<file path="src/rtl/peridot_pfc_pkg.sv">
// Shared definitions for the PFC Avalon-MM bus bridge: FSM states, command
// bus layout and local IRQ register offsets.
package peridot_pfc_pkg;

  typedef enum logic [2:0] {
    ST_IDLE,
    ST_RD_WAIT,
    ST_RD_DONE,
    ST_RMW_RD,
    ST_RMW_WR,
    ST_WR_DONE
  } state_e;

  localparam int CMD_W       = 37;
  localparam int CMD_WR      = 36;
  localparam int CMD_ADDR_HI = 35;
  localparam int CMD_ADDR_LO = 32;
  localparam int MAX_BANK    = 4;

  localparam logic [3:0] LOC_STATUS = 4'h0;
  localparam logic [3:0] LOC_ENABLE = 4'h1;
  localparam logic [3:0] LOC_RISE   = 4'h2;
  localparam logic [3:0] LOC_FALL   = 4'h3;

  function automatic logic [31:0] be_to_mask(input logic [3:0] be);
    logic [31:0] m;
    m = '0;
    for (int unsigned b = 0; b < 4; b++) begin
      m[8*b +: 8] = {8{be[b]}};
    end
    return m;
  endfunction

endpackage

</file>
<file path="src/rtl/peridot_pfc_irqunit.sv">
// Pin-change interrupt unit: input synchroniser, edge detection and the
// status/enable/rise/fall registers behind local addresses 0x10..0x13.
module peridot_pfc_irqunit
  import peridot_pfc_pkg::*;
#(
  parameter int PIN_NUM     = 32,
  parameter int SYNC_STAGES = 2
) (
  input  logic               clk,
  input  logic               rst,
  input  logic [PIN_NUM-1:0] din,
  input  logic               we,
  input  logic [3:0]         offset,
  input  logic [3:0]         be,
  input  logic [31:0]        wdata,
  output logic [31:0]        rdata,
  output logic               irq
);

  localparam logic [31:0] PIN_MASK = (PIN_NUM >= 32) ? '1 : ((32'd1 << PIN_NUM) - 32'd1);
  localparam logic [2:0]  ARM_INIT = 3'(SYNC_STAGES + 1);

  logic [PIN_NUM-1:0] sync_q [SYNC_STAGES];
  logic [PIN_NUM-1:0] sync_d [SYNC_STAGES];
  logic [PIN_NUM-1:0] prev_q, prev_d;
  logic [2:0]         arm_q, arm_d;
  logic [31:0]        status_q, status_d;
  logic [31:0]        enable_q, enable_d;
  logic [31:0]        rise_q, rise_d;
  logic [31:0]        fall_q, fall_d;
  logic               irq_q, irq_d;

  logic [31:0] wmask, pins, prev, set;

  always_comb begin
    sync_d[0] = din;
    for (int unsigned i = 1; i < SYNC_STAGES; i++) begin
      sync_d[i] = sync_q[i-1];
    end
    prev_d = sync_q[SYNC_STAGES-1];
    arm_d  = (arm_q != '0) ? arm_q - 3'd1 : arm_q;

    // The chain and previous sample start at 0 after reset, so edges are
    // ignored until both have settled to the real pin levels.
    pins = 32'(sync_q[SYNC_STAGES-1]);
    prev = 32'(prev_q);
    set  = '0;
    if (arm_q == '0) begin
      set = ((pins & ~prev & rise_q) | (~pins & prev & fall_q)) & PIN_MASK;
    end

    wmask    = be_to_mask(be) & PIN_MASK;
    status_d = status_q;
    enable_d = enable_q;
    rise_d   = rise_q;
    fall_d   = fall_q;
    if (we) begin
      unique case (offset)
        LOC_STATUS: status_d = status_q & ~(wdata & wmask);
        LOC_ENABLE: enable_d = (enable_q & ~wmask) | (wdata & wmask);
        LOC_RISE:   rise_d   = (rise_q & ~wmask) | (wdata & wmask);
        LOC_FALL:   fall_d   = (fall_q & ~wmask) | (wdata & wmask);
        default: ;
      endcase
    end
    status_d = status_d | set;
    irq_d    = |(status_q & enable_q);

    unique case (offset)
      LOC_STATUS: rdata = status_q;
      LOC_ENABLE: rdata = enable_q;
      LOC_RISE:   rdata = rise_q;
      LOC_FALL:   rdata = fall_q;
      default:    rdata = '0;
    endcase
  end

  always_ff @(posedge clk) begin
    if (rst) begin
      for (int unsigned i = 0; i < SYNC_STAGES; i++) begin
        sync_q[i] <= '0;
      end
      prev_q   <= '0;
      arm_q    <= ARM_INIT;
      status_q <= '0;
      enable_q <= '0;
      rise_q   <= '0;
      fall_q   <= '0;
      irq_q    <= 1'b0;
    end else begin
      for (int unsigned i = 0; i < SYNC_STAGES; i++) begin
        sync_q[i] <= sync_d[i];
      end
      prev_q   <= prev_d;
      arm_q    <= arm_d;
      status_q <= status_d;
      enable_q <= enable_d;
      rise_q   <= rise_d;
      fall_q   <= fall_d;
      irq_q    <= irq_d;
    end
  end

  assign irq = irq_q;

endmodule

</file>
<file path="src/rtl/peridot_pfc_busbridge.sv">
// Waitrequest-based Avalon-MM bridge to the PFC command bus with configurable
// core response latency, byte-enable read-modify-write and a pin-change IRQ unit.
module peridot_pfc_busbridge
  import peridot_pfc_pkg::*;
#(
  parameter int BANK_NUM     = 4,
  parameter int RESP_LATENCY = 1,
  parameter int SYNC_STAGES  = 2
) (
  input  logic                  csi_clk,
  input  logic                  rsi_reset,
  input  logic [4:0]            avs_address,
  input  logic                  avs_read,
  input  logic                  avs_write,
  input  logic [3:0]            avs_byteenable,
  input  logic [31:0]           avs_writedata,
  output logic [31:0]           avs_readdata,
  output logic                  avs_waitrequest,
  output logic                  coe_pfc_clk,
  output logic                  coe_pfc_reset,
  output logic [CMD_W-1:0]      coe_pfc_cmd,
  input  logic [31:0]           coe_pfc_resp,
  input  logic [BANK_NUM*8-1:0] coe_pfc_din,
  output logic                  ins_irq
);

  localparam int         PIN_NUM  = BANK_NUM * 8;
  localparam int         BANKS    = (BANK_NUM > MAX_BANK) ? MAX_BANK : BANK_NUM;
  localparam logic [2:0] BANK_LIM = 3'(BANKS);
  localparam logic [1:0] LAT_INIT = 2'(RESP_LATENCY - 1);

  state_e             state_q, state_d;
  logic [1:0]         lat_cnt_q, lat_cnt_d;
  logic [31:0]        readdata_q, readdata_d;
  logic [CMD_W-1:0]   cmd_q, cmd_d;

  logic        bank_ok, loc_we;
  logic [31:0] be_mask, merged, loc_rdata;

  assign bank_ok = ({1'b0, avs_address[3:2]} < BANK_LIM);
  assign loc_we  = (state_q == ST_IDLE) && avs_write && !avs_read && avs_address[4];
  assign be_mask = be_to_mask(avs_byteenable);
  assign merged  = (coe_pfc_resp & ~be_mask) | (avs_writedata & be_mask);

  always_comb begin
    state_d    = state_q;
    lat_cnt_d  = lat_cnt_q;
    readdata_d = readdata_q;
    cmd_d      = {1'b0, cmd_q[CMD_ADDR_HI:0]};

    unique case (state_q)
      ST_IDLE: begin
        if (avs_read) begin
          if (avs_address[4]) begin
            readdata_d = loc_rdata;
            state_d    = ST_RD_DONE;
          end else if (bank_ok) begin
            cmd_d     = {1'b0, avs_address[3:0], cmd_q[31:0]};
            lat_cnt_d = LAT_INIT;
            state_d   = ST_RD_WAIT;
          end else begin
            readdata_d = '0;
            state_d    = ST_RD_DONE;
          end
        end else if (avs_write) begin
          state_d = ST_WR_DONE;
          if (!avs_address[4] && bank_ok && avs_byteenable != '0) begin
            if (avs_byteenable == '1) begin
              cmd_d = {1'b1, avs_address[3:0], avs_writedata};
            end else begin
              cmd_d     = {1'b0, avs_address[3:0], cmd_q[31:0]};
              lat_cnt_d = LAT_INIT;
              state_d   = ST_RMW_RD;
            end
          end
        end
      end
      ST_RD_WAIT: begin
        if (lat_cnt_q == '0) begin
          readdata_d = coe_pfc_resp;
          state_d    = ST_RD_DONE;
        end else begin
          lat_cnt_d = lat_cnt_q - 2'd1;
        end
      end
      // Master holds writedata/byteenable while stalled, so merge straight from the bus.
      ST_RMW_RD: begin
        if (lat_cnt_q == '0) begin
          cmd_d   = {1'b1, cmd_q[CMD_ADDR_HI:CMD_ADDR_LO], merged};
          state_d = ST_RMW_WR;
        end else begin
          lat_cnt_d = lat_cnt_q - 2'd1;
        end
      end
      ST_RMW_WR:  state_d = ST_WR_DONE;
      ST_RD_DONE: state_d = ST_IDLE;
      ST_WR_DONE: state_d = ST_IDLE;
      default:    state_d = ST_IDLE;
    endcase
  end

  always_ff @(posedge csi_clk) begin
    if (rsi_reset) begin
      state_q    <= ST_IDLE;
      lat_cnt_q  <= '0;
      readdata_q <= '0;
      cmd_q      <= '0;
    end else begin
      state_q    <= state_d;
      lat_cnt_q  <= lat_cnt_d;
      readdata_q <= readdata_d;
      cmd_q      <= cmd_d;
    end
  end

  peridot_pfc_irqunit #(
    .PIN_NUM    (PIN_NUM),
    .SYNC_STAGES(SYNC_STAGES)
  ) u_irq (
    .clk   (csi_clk),
    .rst   (rsi_reset),
    .din   (coe_pfc_din),
    .we    (loc_we),
    .offset(avs_address[3:0]),
    .be    (avs_byteenable),
    .wdata (avs_writedata),
    .rdata (loc_rdata),
    .irq   (ins_irq)
  );

  assign avs_waitrequest = !(state_q == ST_RD_DONE || state_q == ST_WR_DONE);
  assign avs_readdata    = readdata_q;
  assign coe_pfc_cmd     = cmd_q;
  assign coe_pfc_clk     = csi_clk;
  assign coe_pfc_reset   = rsi_reset;

endmodule

</file>
<file path="config.mk">
export PLATFORM = sky130hd
export DESIGN_NAME = peridot_pfc_busbridge
export DESIGN_NICKNAME = d
export VERILOG_FILES = /design/src/rtl/peridot_pfc_pkg.sv /design/src/rtl/peridot_pfc_irqunit.sv /design/src/rtl/peridot_pfc_busbridge.sv
export SDC_FILE = /design/constraint.sdc
export NUM_CORES = 1
export LEC_CHECK = 0
export CAP_MARGIN = 20
export CORE_MARGIN = 3
export CORE_UTILIZATION = 47
export DETAILED_ROUTE_END_ITERATION = 10
export PLACE_DENSITY = 0.7
export SETUP_SLACK_MARGIN = 0.1
export SLEW_MARGIN = 20
export SYNTH_ARGS = -nofsm -noshare
export SYNTH_HDL_FRONTEND = slang
export SYNTH_SLANG_ARGS = --single-unit
</file>
<file path="constraint.sdc">
create_clock -name csi_clk -period 4.5 [get_ports csi_clk]
set_input_delay 0.45 -clock csi_clk [delete_from_list [all_inputs] [get_ports csi_clk]]
set_output_delay 0.45 -clock csi_clk [all_outputs]
set_load 0.02 [all_outputs]
</file>
; After elaboration in Yosys (flattened, before gate mapping)
; Memory sizes are Yosys's and may differ from the RTL's.
; Index checks and enable logic that the tools add are counted.
[totals]
elab_cells = 127
memories = 1
mem_bits_rw = 64
out_inout_bits = 73
regBits = 238
[mem_list]
columns = name, depth, width, rd, rd_ports_with_merged_regs, wr, line
row1 = u_irq.sync_q, 2, 32, 2, 0, 2, peridot_pfc_irqunit.sv:23  ; logic [PIN_NUM-1:0] sync_q [SYNC_STAGES];
[op_classes]
n_bitwise = 24
eq_ne = 23
n_mux = 35
add_sub_neg = 2
n_reduce_logical = 29
[ops]
columns = op, count
row1 = $and 32x32->32, 11
row2 = $mux 32, 8
row3 = $or 32x32->32, 6
row4 = $mux 37, 5
row5 = $not 32->32, 4
row6 = $pmux 32 s4, 1
row7 = $pmux 37 s2, 1
row8 = $pmux 32 s2, 1
row9 = $mux 36, 1
row10 = $reduce_or 32->1, 1
row11 = $mux 3, 6
row12 = $ne 2x2->1 const B, 8
row13 = $mux 2, 7
row14 = $pmux 3 s4, 1
row15 = $reduce_and 6->1, 2
row16 = $reduce_bool 2->1, 5
row17 = $ne 3x3->1 const B, 3
row18 = $eq 4x2->1 const B, 2
row19 = $eq 3x2->1 const B, 2
row20 = $eq 3x3->1 const B, 2
row21 = $logic_not 3->1, 2
row22 = $reduce_and 2->1, 3
row23 = $reduce_and 5->1, 1
row24 = $eq 4x1->1 const B, 1
row25 = 20 further kinds, 29

; Depth between registers and ports, before layout
; Gate-level depths: netlist of run 1.
; An unclocked memory read counts as a cell.
[depth]
word_depth = 7
mapped_depth = 9
depth_no_buf = 6

; Modules after synthesis
; Synthesis of run 1 repeated with hierarchy kept, for this count alone.
[hier_totals]
hier_cells = 1412
hier_area_um2 = 12569.6
[by_module_without_submodules]
columns = mod, seq_area_each_um2, area_each_um2, cells_per_inst, instances
row1 = peridot_pfc_irqunit, 4564.4, 8922.3, 1006, 1
row2 = peridot_pfc_busbridge, 1481.4, 3647.2, 406, 1

==> results by group, run 1 <==
Finish
  – Most common cell after layout, fill and taps aside: dfxtp_1
  – Final nets: 1557
  – Area growth from synthesis to layout: 24.8%
  – Ant. Diodes: 0
  – Layout cells sized above 1: 7.28%
  – Most frequent cells in the layout: 302 x dfxtp_1, 179 x clkdlybuf4s50_1, 153 x nor2_1
  – Final design utilization: 60.3%

Synth
  – Synth top area share: 47.5%
  – Syn Inst Count: 1309
  – Leading area contributor after synthesis: dfxtp_1
  – Synth Net Count: 1421
  – Post-synth ARST share: 0%
  – Main area contributors after synthesis: dfxtp_1 47%, mux2i_1 11%, nand2b_1 6.1%
  – Flops & latches, synth: 302
  – Number of synthesized flops with an enable pin: 0
  – Synth Flop Type: dfxtp_1
  – Count of cell types in the netlist: 52
  – Post-Syn Area per Cell: 9.73 sq um
  – Yosys warnings: 0
  – Synth Cell Area: 12700 sq um
  – Sequential area share after synthesis: 47.5%

Drt
  – Vias: 10500
  – DRT iter0 DRCs: 896
  – DR DRC count: 0
  – Final antenna-violating net count: 0
  – Final WL: 37.1 mm
  – Vias per cell: 5.84
  – Drt pass-1 iters: 5
  – Drt wl/cell: 20.6 um

Global route
  – First-pass GRT wire length: 57.2 mm
  – Largest net degree at the start of global routing: 185
  – Grt total ovfl: 0
  – Antenna violations before repair: 0
  – Vias in the first global route: 10100
  – Tot GR Track Use: 24.8%

Critical path
  – Crit end category: output port
  – Crit start category: clock port
  – CP Data Arrival Time: 3.02 ns
  – Worst R2R Setup Slack: 1.53 ns
  – Reg2reg end: coe_pfc_cmd[0]
  – WS Path Type: clock port to output port
  – R2r worst-path depth: 5
  – Critical R2R Launch: state_q[1]
  – Worst-path fanout max: 2
  – CP required: 4.05 ns
  – Worst Setup SP: csi_clk

Floorplan
  – Die area: 29100 sq um
  – Die Span X: 171 um
  – Placeable Area: 26400 sq um
  – Row count: 59
  – I/O Pins: 182
  – Starting density of the core: 48.3%
  – Die Y: 171 um

Place
  – Number of port buffers: 181
  – GPL Wtd Cong: 0.825
  – Dpl hpwl: 24.2 mm

Min path
  – WHS Endpoint: u_irq.sync_q[0][29]
  – Hold Path Depth: 2
  – Worst hold path class: input port to flop
  – HP Start: coe_pfc_din[29]

STA
  – Final Hold Viols: 0
  – RSZ-0062 raised after global routing: false
  – Slew Limit Fails: 0
  – Final setup violating endpoints: 0
  – Worst-Margin Slew: 0.991 ns
  – Clock Skews: 0.0131 ns
  – Setup TNS: 0 ns
  – Relative slew slack: 33.4%

Clock network
  – Post-CTS setup buffers: 0
  – Cts hold-fix bufs: 0
  – Worst-Skew Late Latency: 0.67 ns
  – CTS clock-pin slew for the worst setup and hold paths: 0.06 ns
  – CTS tree: built
  – Post_cts resized: 0

Power
  – Static leakage: 6.10 nW
  – Pwr dens: 430 nW/um^2
  – Maximum vdd ir drop: 0.226 mV

Outcome
  – Status: finished clean

Job
  – Max-capacitance violation count: 0
-- Yosys cell counts, drive strengths merged, types with 3 or more instances --
master and instances:
a221oi 65, nand4 5, inv 40, a31oi 65, nor3 40, clkbuf 70, and3 5, ha 3
nor2 153, nand3 10, a22oi 48, mux4 14, mux2i 136, nor4 5, a21o 4, nand2 38
o22ai 18, o2bb2ai 32, nor2b 65, or3b 3, dfxtp 302, buf 30, nand2b 124, a21oi 6
-- per-stage QoR --
stage                     setup slack (ns)  hold WS [ns]  cells  total power, mW  area, sq um
after floorplan                       1.67         0.414   1309             3.57        12700
final                                 1.03         0.325   1804             6.83        15900
after global routing                  1.01         0.309   1804             7.07        15900
after CTS                             1.02         0.307   1804             6.85        15900
after global placement                1.29         0.419   1745             4.05        14700
after detailed placement              1.29         0.421   1745             4.06        14700
-- worst max path at each step --
stage | to | cells past startpoint
floorplan | coe_pfc_clk | 1
global placement | coe_pfc_clk | 1
detailed placement | coe_pfc_clk | 1
CTS | coe_pfc_clk | 3
global route | coe_pfc_clk | 3
finish | coe_pfc_clk | 3
-- cell families (layout without fill, tap and decap cells) --
group / after synthesis / count (layout) / share of synthesized area (%)
AND/OR/NAND/NOR: 461 / 461 / 19.4
flip-flops: 302 / 302 / 47.5
AO/OA/AOI/OAI: 252 / 252 / 15.0
multiplexers: 150 / 150 / 13.2
buffers and inverters: 140 / 300 / 4.67
adder cells (fa/ha/maj): 3 / 3 / 0.295
XOR/XNOR: 1 / 1 / 0.0688
-- worst max-delay path, cell delays in order --
cell             delay (ns)
clkbuf_16              0.12
clkbuf_16              0.12
clkdlybuf4s50_1        0.52
-- where the power goes --
part / internal [mW] / switching (mW)
clock: 1.74 / 1.10
combinational: 0.466 / 0.625
sequential: 2.81 / 0.0862
total: 5.02 / 1.81
-- routing by layer --
layer  track usage (%)  share of wire [%]  vias up  wire length [um]
li1                  -                  -     4977                 -
met1              34.6                 45     5080             16600
met2              39.5                 46      412             17100
met3              3.65                6.4       60              2390
met4              8.68                2.6        0               966
met5                 0                  0        -                 0
-- cell type report --
| type | count | area, sq um |
|---|---|---|
| Clock inverter | 13 | 165 |
| Tap cell | 335 | 419 |
| Fill cell | 2210 | 10500 |
| Multi-Input combinational cell | 867 | 6140 |
| Sequential cell | 302 | 6050 |
| Clock buffer | 47 | 986 |
| Inverter | 40 | 150 |
| Timing Repair Buffer | 200 | 1980 |
Note: power is estimated with default switching activity, not from simulation.
==> inputs of run 2 (changes only) <==
- clock period: 4.5 -> 3.3 ns (I/O delays scaled with it)
==> results by group, run 2 (synthesized netlist as in run 1, its figures left out) <==
Min path
  – HP Start: rsi_reset
  – Worst hold path class: input port to flop

Drt
  – Vias: 10500 (+0.15%)
  – Drt pass-1 iters: 5 (unchanged)
  – Final antenna-violating net count: 0 (unchanged)
  – Drt wl/cell: 20.5 um (-0.19%)
  – Final WL: 37.3 mm (+0.53%)
  – DR DRC count: 0 (unchanged)
  – Vias per cell: 5.80 (-0.56%)
  – DRT iter0 DRCs: 909 (+1.5%)

STA
  – Worst-Margin Slew: 0.959 ns (-0.0323 ns)
  – Clock Skews: 0.0197 ns (+0.00665 ns)
  – Final setup violating endpoints: 0 (unchanged)
  – Final Hold Viols: 0 (unchanged)
  – Period utilization: 86.7%
  – Min Tclk post-route: 2.86 ns
  – Slew Limit Fails: 0 (unchanged)
  – Hold_ws: 0.158 ns (-0.167 ns)
  – RSZ-0062 raised after global routing: false
  – Setup TNS: 0 ns (unchanged)
  – FMAX: 349 MHz
  – Relative slew slack: 35.7% (+2.4 points)

Clock network
  – CTS tree: built
  – Cts hold-fix bufs: 0 (unchanged)
  – Worst-Skew Late Latency: 0.68 ns (about the same)
  – Post-CTS setup buffers: 0 (unchanged)
  – Post_cts resized: 0 (unchanged)
  – CTS clock-pin slew for the worst setup and hold paths: 0.06 ns (about the same)

Place
  – Post-DP Area: 14800 sq um (+0.58%)
  – GPL Wtd Cong: 0.853 (+3.5%)
  – Number of port buffers: 181 (unchanged)
  – Dpl hpwl: 24.2 mm (-0.18%)

Critical path
  – WS Path Type: flop to output port
  – CP required: 2.97 ns (-1.08 ns)
  – Critical R2R Launch: state_q[1]
  – Max incr delay on CP: 0.72 ns (+0.20 ns)
  – Worst-path fanout max: 18 (+16)
  – Crit start category: flop
  – CP Data Arrival Time: 2.53 ns (-0.49 ns)
  – CP bufs+invs: 2 (-1)
  – Worst Setup SP: state_q[2]
  – Crit end category: output port
  – Crit-path slowest cell: dfxtp_1
  – Kind of cell adding the most delay to the critical path: buffers and inverters
  – Critical path cell sequence: inv_1 > and3_1 > a21oi_1 > clkdlybuf4s50_1

Global route
  – Largest net degree at the start of global routing: 144 (-22%)
  – Antenna violations before repair: 0 (unchanged)
  – First-pass GRT wire length: 57.3 mm (+0.22%)
  – Vias in the first global route: 10200 (+0.51%)
  – Grt total ovfl: 0 (unchanged)
  – Tot GR Track Use: 25.0% (+0.23 points)

Finish
  – Most frequent cells in the layout: 302 x dfxtp_1, 179 x clkdlybuf4s50_1, 153 x nor2_1
  – Final nets: 1570 (+0.83%)
  – Ant. Diodes: 0 (unchanged)
  – Post-route cell area: 16000 sq um (+0.95%)
  – Area growth from synthesis to layout: 25.9%
  – Layout cells sized above 1: 8.16% (+0.88 points)
  – Storage cell area: 6050 sq um (unchanged)
  – Fill count: 2207 (-0.14%)
  – Most common cell after layout, fill and taps aside: dfxtp_1
  – Multi-input gate area: 6130 sq um (-0.20%)

Floorplan
  – Row count: 59 (unchanged)
  – I/O Pins: 182 (unchanged)
  – Die Span X: 171 um (unchanged)
  – Die area: 29100 sq um (unchanged)
  – Die Y: 171 um (unchanged)
  – Starting density of the core: 48.3% (unchanged)
  – Placeable Area: 26400 sq um (unchanged)

Power
  – Maximum vdd ir drop: 0.457 mV (+100%)
  – Static leakage: 6.18 nW (+1.4%)
  – Pwr dens: 592 nW/um^2 (+38%)

Job
  – Max-capacitance violation count: 0 (unchanged)

Outcome
  – Status: finished clean
[run 2: cell count changes in the layout (fill, tap and decap cells not counted), sizes merged]
cell,change
clkbuf,-4
buf,+13
clkinvlp,+1
bufinv,+3
[run 2: final cells by class]
cell class / count / share of cell area (%)
repair buffers: 213 / 12.9
multi-input cells: 867 / 38.2
well taps: 335 / 2.61
flip-flops and latches: 302 / 37.7
clock buffers: 43 / 5.86
clock inverters: 17 / 1.73
inverters: 40 / 0.936
[run 2: path summary, 6_finish.rpt]
check / end / slack, ns / cells past startpoint
worst max-delay path: avs_waitrequest / 0.44 / 4
worst min-delay path: u_irq.prev[16] / 0.16 / 2
worst max register to register: avs_readdata[17] / 0.67 / 5
worst min register to register: u_irq.sync_q[0][34] / 0.43 / 1
[run 2: through the flow]
step	total power, mW	util, %	std cells	setup WS [ns]
after floorplan	4.86	-	1309	1.19
after global placement	5.53	56.3	1758	0.573
after detailed placement	5.55	56.3	1758	0.495
after CTS	9.54	60.9	1817	0.437
after global routing	9.84	60.9	1817	0.323
final	9.50	60.9	1817	0.438
[run 2: worst register-to-register path, cell delays in order (launching register included)]
cell and delay (ns):
dfxtp_1 0.76, nor3b_2 0.15, nor3_2 0.75, buf_4 0.47, a221oi_1 0.21, nor3_1 0.20
[run 2: routing by layer]
metal	global-route usage, %	part of all wire, %
met5	0	0
met1	33.8	44
met2	40.3	46
met4	9.59	3.3
met3	4.23	6.5
[run 2: power breakdown]
part,leakage (nW),switching [mW],internal (mW)
logic,3.12,0.848,0.649
clock network,0.601,1.50,2.55
registers,2.46,0.121,3.83
total,6.18,2.47,7.03
==> inputs of run 3 (changes only) <==
- CTS_BUF_LIST: not set -> sky130_fd_sc_hd__clkbuf_2
- GPL_ROUTABILITY_DRIVEN: not set -> 0
- clock period: 3.3 -> 2.9 ns (I/O delays scaled with it)
==> results by group, run 3 (synthesized netlist as in run 1, its figures left out) <==
Min path
  – HP Start: avs_writedata[4]
  – Worst hold path class: input port to flop

Power
  – Pwr dens: 579 nW/um^2 (-2.2%)
  – Static leakage: 6.35 nW (+2.7%)
  – Tot Pwr: 9.28 mW (-2.3%)
  – Sw Ratio: 30.6% (+4.6 points)
  – Sequential share of power: 48.3% (+6.7 points)
  – Clock power share: 32.7% (-9.9 points)
  – Combinational group share of total power: 18.9% (+3.1 points)
  – Maximum vdd ir drop: 0.291 mV (-36%)
  – Sw Pwr: 2.84 mW (+15%)
  – Internal power: 6.44 mW (-8.3%)

Clock network
  – Post-CTS setup buffers: 0 (unchanged)
  – Worst-Skew Late Latency: 0.91 ns (+0.23 ns)
  – CTS clock-pin slew for the worst setup and hold paths: 0.11 ns (+0.05 ns)
  – CTS tree: built

Critical path
  – Reg2reg end: coe_pfc_cmd[15]
  – R2r worst-path depth: 6 (+1)
  – Crit end category: output port
  – CP Data Arrival Time: 2.28 ns (-0.25 ns)
  – Worst R2R Setup Slack: 0.61 ns (-0.06 ns)
  – Critical R2R Launch: lat_cnt_q[0]
  – WS Path Type: flop to output port
  – Crit start category: flop
  – Crit path to: avs_waitrequest
  – Worst Setup SP: state_q[0]
  – Worst-path fanout max: 15 (-3)
  – CP required: 2.61 ns (-0.36 ns)

STA
  – Worst-Margin Slew: 0.813 ns (-0.146 ns)
  – Relative slew slack: 45.4% (+9.7 points)
  – Min Tclk post-route: 2.57 ns
  – Slew Limit Fails: 0 (unchanged)
  – Final Hold Viols: 0 (unchanged)
  – Final setup violating endpoints: 0 (unchanged)
  – Period utilization: 88.5%
  – Hold_ws: 0.0790 ns (-0.0790 ns)
  – FMAX: 390 MHz
  – Setup TNS: 0 ns (unchanged)
  – RSZ-0062 raised after global routing: false
  – Clock Skews: 0.0539 ns (+0.0342 ns)

Job
  – Max-capacitance violation count: 0 (unchanged)

Drt
  – Vias: 11100 (+5.0%)
  – Routed wl met2: 17.4 mm (+1.4%)
  – Vias per cell: 5.69 (-1.9%)
  – DRT iter0 DRCs: 929 (+2.2%)
  – Drt pass-1 iters: 5 (unchanged)
  – Met1 Wirelength: 17.1 mm (+3.6%)
  – Final antenna-violating net count: 0 (unchanged)
  – Drt wl/cell: 19.6 um (-4.7%)
  – Top layer in use: met4
  – Met3 Wirelength: 2.33 mm (-3.7%)
  – DR DRC count: 0 (unchanged)
  – Final WL: 38.0 mm (+2.0%)

Floorplan
  – Die Y: 171 um (unchanged)
  – Row count: 59 (unchanged)
  – Starting density of the core: 48.3% (unchanged)
  – Placeable Area: 26400 sq um (unchanged)
  – Die Span X: 171 um (unchanged)
  – I/O Pins: 182 (unchanged)
  – Die area: 29100 sq um (unchanged)

Place
  – Number of port buffers: 181 (unchanged)
  – Post-DP Area: 14900 sq um (+0.76%)
  – Dpl hpwl: 25.0 mm (+3.5%)

Finish
  – Most frequent cells in the layout: 300 x dfxtp_1, 178 x clkdlybuf4s50_1, 153 x nor2_1
  – Post-route cell area: 16000 sq um (about the same)
  – Storage cell area: 6050 sq um (about the same)
  – Fill count: 2284 (+3.5%)
  – Layout cells sized above 1: 12.3% (+4.1 points)
  – Area growth from synthesis to layout: 25.9% (about the same)
  – Multi-input gate area: 6130 sq um (unchanged)
  – Most common cell after layout, fill and taps aside: dfxtp_1
  – Final nets: 1668 (+6.2%)
  – Final design utilization: 60.8% (about the same)

Global route
  – Vias in the first global route: 10900 (+6.4%)
  – First-pass GRT wire length: 59.4 mm (+3.6%)
  – Largest net degree at the start of global routing: 174 (+21%)
  – Tot GR Track Use: 25.8% (+0.73 points)
  – Grt total ovfl: 0 (unchanged)
  – Antenna violations before repair: 1 (+1)

Outcome
  – Status: finished clean
## run 3: cell count changes in the layout (fill, tap and decap cells not counted), sizes merged, moves of 2 or more
cell,delta
inv,+2
bufinv,-4
dlygate4sd3,+35
clkbuf,+69
diode,+2
buf,+15
clkinv,+10
## run 3: final cells by class
| cell class | instances | area share (%) |
|---|---|---|
| timing repair buffer | 263 | 15.8 |
| antenna | 2 | 0.0312 |
| inverter | 40 | 0.937 |
| clock buffer | 112 | 3.53 |
| multi-input combinational | 867 | 38.3 |
| clock inverter | 24 | 1.05 |
| sequential | 302 | 37.8 |
| tap | 335 | 2.62 |
## run 3: worst max-delay path: stages (launching register included)
cell,delay (ns)
dfxtp_1,0.40
buf_4,0.22
inv_1,0.12
and3_1,0.16
a21oi_1,0.12
dlygate4sd2_1,0.37
## run 3: repair_timing
| action | CTS | global route |
|---|---|---|
| gates resized for setup | 4 | 0 |
| endpoints found under the hold margin | 72 | 0 |
| hold buffers | 35 | 0 |
| endpoints found under the setup margin | 1 | 0 |
## run 3: power groups by stage
| stage | clock network (mW) | logic, mW | registers (mW) |
|---|---|---|---|
| finish | 3.04 | 1.76 | 4.48 |
| detailed placement | 0.0463 | 1.71 | 4.57 |
| global placement | 0.0463 | 1.69 | 4.57 |
| CTS | 3.13 | 1.75 | 4.48 |
| floorplan | 0.0403 | 0.791 | 4.70 |
| global route | 3.35 | 1.89 | 4.51 |
## run 3: stage by stage
stage          setup slack (ns)  cells
6_report                  0.333   1945
5_1_grt                   0.196   1945
4_1_cts                   0.304   1943
3_5_place_dp              0.373   1773
3_3_place_gp              0.384   1773
2_1_floorplan             0.891   1309
## run 3: worst min path at each step
stage                                     end  slack (ns)  cells after the start
final                                    flop        0.08                      3
after global routing                     flop        0.03                      3
after CTS                                flop       0.005                      3
after detailed placement  u_irq.sync_q[0][43]        0.42                      1
after global placement    u_irq.sync_q[0][37]        0.42                      1
after floorplan                   coe_pfc_clk        0.40                      1
## run 3: per-layer routing
layer	vias up	GRT usage, %
met2	453	40.9
met1	5295	34.8
met4	0	10.5
met5	-	0
met3	86	4.74
li1	5237	-
